**src/rtl/bram_arbiter_if.sv**
```systemverilog
// Bus bundle between the CPU/DMA requesters, the arbiter and the block RAM.
interface bram_arbiter_if #(
   parameter int unsigned ADDR_W = 16,
   parameter int unsigned DATA_W = 8
);
   // requester A (Z80 bus interface)
   logic              a_req_i;
   logic              a_we_i;
   logic [ADDR_W-1:0] a_addr_i;
   logic [DATA_W-1:0] a_wdata_i;
   logic              a_ack_o;
   logic [DATA_W-1:0] a_rdata_o;
   // requester B (DMA engine)
   logic              b_req_i;
   logic              b_we_i;
   logic [ADDR_W-1:0] b_addr_i;
   logic [DATA_W-1:0] b_wdata_i;
   logic              b_ack_o;
   logic [DATA_W-1:0] b_rdata_o;
   // RAM side
   logic              mem_en_o;
   logic              mem_we_o;
   logic [ADDR_W-1:0] mem_addr_o;
   logic [DATA_W-1:0] mem_wdata_o;
   logic [DATA_W-1:0] mem_rdata_i;

   // arbiter view
   modport slave (
      input  a_req_i, a_we_i, a_addr_i, a_wdata_i,
      output a_ack_o, a_rdata_o,
      input  b_req_i, b_we_i, b_addr_i, b_wdata_i,
      output b_ack_o, b_rdata_o,
      output mem_en_o, mem_we_o, mem_addr_o, mem_wdata_o,
      input  mem_rdata_i
   );

   // requester/RAM view
   modport master (
      output a_req_i, a_we_i, a_addr_i, a_wdata_i,
      input  a_ack_o, a_rdata_o,
      output b_req_i, b_we_i, b_addr_i, b_wdata_i,
      input  b_ack_o, b_rdata_o,
      input  mem_en_o, mem_we_o, mem_addr_o, mem_wdata_o,
      output mem_rdata_i
   );
endinterface

```
**src/rtl/bram_arbiter.sv**
```systemverilog
// Round-robin arbiter sharing one single-port block RAM between
// requester A (CPU) and requester B (DMA). Each access runs
// IDLE -> ACCESS -> DONE; the next access may be issued straight from DONE.
module bram_arbiter #(
   parameter int unsigned ADDR_W = 16,
   parameter int unsigned DATA_W = 8
) (
   input  logic          clk_i,
   input  logic          rst_i,
   bram_arbiter_if.slave bus
);

   typedef enum logic [1:0] {
      S_IDLE   = 2'd0,
      S_ACCESS = 2'd1,
      S_DONE   = 2'd2
   } state_t;

   state_t            r_state;
   state_t            w_state_nxt;

   // owner / last grant encoding: 0 = A, 1 = B
   logic              r_owner_b;
   logic              r_last_b;
   logic              r_mem_en;
   logic              r_mem_we;
   logic [ADDR_W-1:0] r_mem_addr;
   logic [DATA_W-1:0] r_mem_wdata;
   logic              r_a_ack;
   logic              r_b_ack;

   logic              w_elig_a;
   logic              w_elig_b;
   logic              w_issue;
   logic              w_pick_b;

   logic              w_owner_b_nxt;
   logic              w_last_b_nxt;
   logic              w_mem_en_nxt;
   logic              w_mem_we_nxt;
   logic [ADDR_W-1:0] w_mem_addr_nxt;
   logic [DATA_W-1:0] w_mem_wdata_nxt;
   logic              w_a_ack_nxt;
   logic              w_b_ack_nxt;

   // Eligibility and winner; in DONE the owner is busy consuming its ack
   always_comb begin
      w_elig_a = 1'b0;
      w_elig_b = 1'b0;
      case (r_state)
         S_IDLE: begin
            w_elig_a = bus.a_req_i;
            w_elig_b = bus.b_req_i;
         end
         S_DONE: begin
            w_elig_a = bus.a_req_i &  r_owner_b;
            w_elig_b = bus.b_req_i & ~r_owner_b;
         end
         default: begin
            w_elig_a = 1'b0;
            w_elig_b = 1'b0;
         end
      endcase
      w_issue  = w_elig_a | w_elig_b;
      // tie goes to whoever was not granted last
      w_pick_b = w_elig_b & (~w_elig_a | ~r_last_b);
   end

   // State register
   always_ff @(posedge clk_i or posedge rst_i) begin
      if (rst_i) begin
         r_state <= S_IDLE;
      end else begin
         r_state <= w_state_nxt;
      end
   end

   // Next-state logic
   always_comb begin
      w_state_nxt = r_state;
      case (r_state)
         S_IDLE:   w_state_nxt = w_issue ? S_ACCESS : S_IDLE;
         S_ACCESS: w_state_nxt = S_DONE;
         S_DONE:   w_state_nxt = w_issue ? S_ACCESS : S_IDLE;
         default:  w_state_nxt = S_IDLE;
      endcase
   end

   // Next values of the registered RAM controls, acks and grant tracking
   always_comb begin
      w_owner_b_nxt   = r_owner_b;
      w_last_b_nxt    = r_last_b;
      w_mem_en_nxt    = 1'b0;
      w_mem_we_nxt    = 1'b0;
      w_mem_addr_nxt  = r_mem_addr;
      w_mem_wdata_nxt = r_mem_wdata;
      w_a_ack_nxt     = 1'b0;
      w_b_ack_nxt     = 1'b0;
      case (r_state)
         S_ACCESS: begin
            // RAM samples on this edge; flag completion to the owner
            w_a_ack_nxt = ~r_owner_b;
            w_b_ack_nxt =  r_owner_b;
         end
         S_IDLE, S_DONE: begin
            if (w_issue) begin
               w_owner_b_nxt   = w_pick_b;
               w_last_b_nxt    = w_pick_b;
               w_mem_en_nxt    = 1'b1;
               w_mem_we_nxt    = w_pick_b ? bus.b_we_i    : bus.a_we_i;
               w_mem_addr_nxt  = w_pick_b ? bus.b_addr_i  : bus.a_addr_i;
               w_mem_wdata_nxt = w_pick_b ? bus.b_wdata_i : bus.a_wdata_i;
            end
         end
         default: begin
            w_mem_en_nxt = 1'b0;
         end
      endcase
   end

   // Output and grant registers
   always_ff @(posedge clk_i or posedge rst_i) begin
      if (rst_i) begin
         r_owner_b   <= 1'b0;
         r_last_b    <= 1'b1;
         r_mem_en    <= 1'b0;
         r_mem_we    <= 1'b0;
         r_mem_addr  <= '0;
         r_mem_wdata <= '0;
         r_a_ack     <= 1'b0;
         r_b_ack     <= 1'b0;
      end else begin
         r_owner_b   <= w_owner_b_nxt;
         r_last_b    <= w_last_b_nxt;
         r_mem_en    <= w_mem_en_nxt;
         r_mem_we    <= w_mem_we_nxt;
         r_mem_addr  <= w_mem_addr_nxt;
         r_mem_wdata <= w_mem_wdata_nxt;
         r_a_ack     <= w_a_ack_nxt;
         r_b_ack     <= w_b_ack_nxt;
      end
   end

   assign bus.mem_en_o    = r_mem_en;
   assign bus.mem_we_o    = r_mem_we;
   assign bus.mem_addr_o  = r_mem_addr;
   assign bus.mem_wdata_o = r_mem_wdata;
   assign bus.a_ack_o     = r_a_ack;
   assign bus.b_ack_o     = r_b_ack;
   // RAM output is already registered inside the RAM; share it with both ports
   assign bus.a_rdata_o   = bus.mem_rdata_i;
   assign bus.b_rdata_o   = bus.mem_rdata_i;

endmodule

```
**src/flat_wrapper.sv**
```systemverilog
// flat-port wrapper written by rule: the top's interface ports become plain ports
module bram_arbiter_flat 
#(
   parameter int unsigned ADDR_W = 16,
   parameter int unsigned DATA_W = 8
)
  (clk_i, rst_i, bus_a_req_i, bus_a_we_i, bus_a_addr_i, bus_a_wdata_i, bus_a_ack_o, bus_a_rdata_o, bus_b_req_i, bus_b_we_i, bus_b_addr_i, bus_b_wdata_i, bus_b_ack_o, bus_b_rdata_o, bus_mem_en_o, bus_mem_we_o, bus_mem_addr_o, bus_mem_wdata_o, bus_mem_rdata_i);
  bram_arbiter_if #(.ADDR_W(ADDR_W), .DATA_W(DATA_W)) bus_i ();
  input  logic clk_i;
  input  logic rst_i;
  input wire logic [$bits(bus_i.a_req_i)-1:0] bus_a_req_i;
  input wire logic [$bits(bus_i.a_we_i)-1:0] bus_a_we_i;
  input wire logic [$bits(bus_i.a_addr_i)-1:0] bus_a_addr_i;
  input wire logic [$bits(bus_i.a_wdata_i)-1:0] bus_a_wdata_i;
  output wire logic [$bits(bus_i.a_ack_o)-1:0] bus_a_ack_o;
  output wire logic [$bits(bus_i.a_rdata_o)-1:0] bus_a_rdata_o;
  input wire logic [$bits(bus_i.b_req_i)-1:0] bus_b_req_i;
  input wire logic [$bits(bus_i.b_we_i)-1:0] bus_b_we_i;
  input wire logic [$bits(bus_i.b_addr_i)-1:0] bus_b_addr_i;
  input wire logic [$bits(bus_i.b_wdata_i)-1:0] bus_b_wdata_i;
  output wire logic [$bits(bus_i.b_ack_o)-1:0] bus_b_ack_o;
  output wire logic [$bits(bus_i.b_rdata_o)-1:0] bus_b_rdata_o;
  output wire logic [$bits(bus_i.mem_en_o)-1:0] bus_mem_en_o;
  output wire logic [$bits(bus_i.mem_we_o)-1:0] bus_mem_we_o;
  output wire logic [$bits(bus_i.mem_addr_o)-1:0] bus_mem_addr_o;
  output wire logic [$bits(bus_i.mem_wdata_o)-1:0] bus_mem_wdata_o;
  input wire logic [$bits(bus_i.mem_rdata_i)-1:0] bus_mem_rdata_i;
  assign bus_i.a_req_i = bus_a_req_i;
  assign bus_i.a_we_i = bus_a_we_i;
  assign bus_i.a_addr_i = bus_a_addr_i;
  assign bus_i.a_wdata_i = bus_a_wdata_i;
  assign bus_a_ack_o = bus_i.a_ack_o;
  assign bus_a_rdata_o = bus_i.a_rdata_o;
  assign bus_i.b_req_i = bus_b_req_i;
  assign bus_i.b_we_i = bus_b_we_i;
  assign bus_i.b_addr_i = bus_b_addr_i;
  assign bus_i.b_wdata_i = bus_b_wdata_i;
  assign bus_b_ack_o = bus_i.b_ack_o;
  assign bus_b_rdata_o = bus_i.b_rdata_o;
  assign bus_mem_en_o = bus_i.mem_en_o;
  assign bus_mem_we_o = bus_i.mem_we_o;
  assign bus_mem_addr_o = bus_i.mem_addr_o;
  assign bus_mem_wdata_o = bus_i.mem_wdata_o;
  assign bus_i.mem_rdata_i = bus_mem_rdata_i;
  bram_arbiter #(.ADDR_W(ADDR_W), .DATA_W(DATA_W)) u_core (.clk_i(clk_i), .rst_i(rst_i), .bus(bus_i));
endmodule
```
**config.mk**
```make
export PLATFORM = sky130hd
export DESIGN_NAME = bram_arbiter_flat
export DESIGN_NICKNAME = d
export VERILOG_FILES = /design/src/rtl/bram_arbiter_if.sv /design/src/rtl/bram_arbiter.sv /design/src/flat_wrapper.sv
export SDC_FILE = /design/constraint.sdc
export NUM_CORES = 1
export LEC_CHECK = 0
export ABC_AREA = 1
export BUFFER_PORTS_ARGS = -buffer_cell sky130_fd_sc_hd__buf_2
export CAP_MARGIN = 30
export CORE_ASPECT_RATIO = 0.5
export CORE_MARGIN = 5
export CORE_UTILIZATION = 39
export DETAILED_ROUTE_END_ITERATION = 12
export PLACE_DENSITY = 0.76
export SLEW_MARGIN = 20
export SYNTH_ARGS = -nofsm -noshare
export SYNTH_HDL_FRONTEND = slang
export SYNTH_SLANG_ARGS = --single-unit
```
**constraint.sdc**
```tcl
create_clock -name clk_i -period 1.24 [get_ports clk_i]
set_input_delay 0.186 -clock clk_i [delete_from_list [all_inputs] [get_ports clk_i]]
set_output_delay 0.186 -clock clk_i [all_outputs]
set_load 0.02 [all_outputs]
```
==> reports/metrics.cfg <==
[floorplan]
die-area_mm2=0.00615
coreArea_mm2=0.00442
ioPinCount=106
row_count=17
start_util_pct=40.7
dieWidth_um=106
die_h_um=58.0

[layout]
final_util_pct=61.2
nFillCells=332
seq_area_um2=802
areaGrowthSynthToFinish_pct=50.4
antenna_cells=0
drive_gt1_share_pct=45.0
instances_no_fill=375
multiInputGateArea_um2=822
nets=379
final_cell_area_mm2=0.00271

[setup_path]
rr_endpoint=u_core.bus.mem_addr_o[7]
cp_max_fo=7
reg2reg_slack_ns=-0.05
cp-end-kind=flop
path_cells=nand2_2 -> inv_2 -> nor2_8 -> buf_12 -> clkbuf_16 -> nand3_2 -> nand3_1
critPathRequiredTime_ns=1.46
cp_slowest_stage_delay_ns=0.43
cp.arrival_ns=1.51
crit_type=reg -> reg
cp_slowest_cell=dfrtp_1
r2r-start=u_core.r_owner_b
worstSetupStartpointType=flop
r2r_cells=7

[global_routing]
antenna_found_initial=0
grt_util_all_layers_pct=17.8
grt_pass1_vias=1903
grt_max_degree=30
grt_pass1_wl_um=8800
overflow=0

[timing]
period_needed_ns=1.29
fin_ws_ns=-0.0464
hold_ws_ns=0.135
finalSetupViolations=19
finalMaxSlewViolations=0
rsz0062_at_grt=true
slew_headroom_pct=68.9
fmax_mhz=777
fin_skew_ns=0.00402
tightestPinTransition_ns=0.466
finalHoldViolCount=0
min_period_over_period_pct=104

[synth]
synth.distinct_cells=18
synth_most_common_cell=nand3_1
synth_top_area_share_pct=43.1
syn_inst=231
syn_avg_cell_area_um2=7.79
synth_top_cells_by_count=nand3_1 (73), dfrtp_1 (31), inv_1 (29)
yosysTopAreaCell=dfrtp_1
ys_seq_area_share_pct=44.6
ys_warn_count=0
async_flop_share_pct=100
syn-cell-area_mm2=0.00180
synth_nets=293
synth_edf_count=0
yosys_most_used_dff=dfrtp_1
yosys-top-cells-area=dfrtp_1 (43%), nand3_1 (20%), buf_4 (7.5%)
ys_seq_elements=32

[detailed_routing]
top_layer=met4
routedWlPerCell_um=16.4
ant_nets=0
wl_met1_um=2510
drtIter0Drc=100
vias=1915
met3_length_um=453
drt_pre_antenna_iters=4
drc_errors=0
met2_length_um=3040
wl_um=6160
routed_via_density=5.11

[cts]
cts.htree.levels=2
cts_tree=yes
cts.sinks=32
clk_latency_ns=0.29
cts_buffer_depth=2
cts_inserted_buffers=5
cts_root_buffer=clkbuf_8
cts.clk_slew.worst_paths_ns=0.07

[hold_path]
hp-start=bus_a_we_i
worstHoldPathCells=3
worstHoldPathType=in -> reg
holdPathEnd=u_core.bus.mem_we_o

[power_and_ir_drop]
ir_worst_vdd_uv=799
leakage_nw=1.50
powerDensity_mw_per_mm2=2530

[status]
violations=setup timing
status=complete, but fails checks

[placement]
io_buffer_count=81
dpl.hpwl_um=3620
dp_worst_setup_slack_ns=-0.0416
dpl-instance-area_mm2=0.00221
dp.cells=351
place.gp.congestion=0.757

[flow_run]
cap_viol_max_count=0

==> cell usage in the layout (no fill, tap or decap), types with 3 or more instances in the layout <==
cell type  synthesis  routed
clkbuf_16          0       3
inv_2              2       3
nand2_4            1       4
buf_12             0       7
nand2_2            3       3
clkbuf_8           0       7
buf_2              9      81
nor2_1            25      25
buf_4             18       9
dfrtp_1           31      31
inv_1             29      28
nand2_1           28      26
nand3_1           73      60
nand3_2            2      14
==> worst max-delay path by stage <==
| stage | to | slack, ns | startpoint | depth (start not counted) |
|---|---|---|---|---|
| 2_1_floorplan | u_core.bus.mem_wdata_o[0] | 0.07 | u_core.r_state[0] | 7 |
| 3_3_place_gp | u_core.bus.mem_addr_o[6] | 0.04 | u_core.r_state[0] | 6 |
| 3_5_place_dp | u_core.bus.mem_addr_o[6] | -0.04 | u_core.r_state[1] | 6 |
| 4_1_cts | u_core.bus.mem_addr_o[1] | 0.0004 | u_core.r_state[1] | 7 |
| 5_1_grt | u_core.bus.mem_wdata_o[4] | -0.11 | u_core.r_state[0] | 6 |
| 6_report | u_core.bus.mem_addr_o[7] | -0.05 | u_core.r_owner_b | 7 |
==> layer usage <==
layer,GRT usage [%],vias up
li1,-,896
met1,20.8,925
met2,31.2,71
met3,5.34,23
met4,7.75,0
met5,0,-
==> final cells by class <==
class	instances	area share (%)
tap	57	2.64
multi-input combinational	142	30.4
clock inverter	1	1.11
clock buffer	7	3.56
timing repair buffer	105	28.4
sequential	32	29.6
inverter	31	4.30
==> critical path, delay by kind of cell (launching register included) <==
kind	cells	cell delay [ns]
buf+inv	3	0.39
flops	1	0.43
simple gates	4	0.38
==> power breakdown <==
part	leakage [nW]	switching [mW]	internal [mW]	total (mW)
Sequential	0.396	0.330	1.56	1.89
Combinational	1.04	2.21	1.65	3.86
Clock	0.0645	0.396	0.709	1.11
==> through the flow <==
stage               total power [mW]  TNS (ns)
floorplan                       3.85         0
global placement                4.69         0
detailed placement              4.78    -0.370
CTS                             6.31         0
global route                    7.27     -1.59
finish                          6.86    -0.430
==> what timing repair did <==
action | CTS | global route
gates cloned | 2 | 5
pin swaps | 0 | 26
endpoints found under the hold margin | 8 | 0
setup buffers | 5 | 3
hold buffers | 1 | 0
setup endpoints to repair | 25 | 25
resized for setup | 8 | 21
==> logic make-up (layout without fill, tap and decap cells) <==
kind of cell,count (synthesis),after routing,share of synthesized area (%)
AOI/OAI and AO/OA,2,2,0.556
buffers and inverters,60,144,17.7
DFF,32,32,44.6
and+or+nand+nor,137,140,37.1
==> registers in the layout, indices dropped and copies added, names as in the netlist <==
name / cells
u_core.bus.a_ack_o: 1
u_core.r_owner_b: 1
u_core.r_state: 2
u_core.bus.mem_en_o: 1
u_core.bus.mem_addr_o: 16
u_core.bus.mem_wdata_o: 8
u_core.bus.b_ack_o: 1
u_core.r_last_b: 1
u_core.bus.mem_we_o: 1
Note: power is estimated with default switching activity, not from simulation.
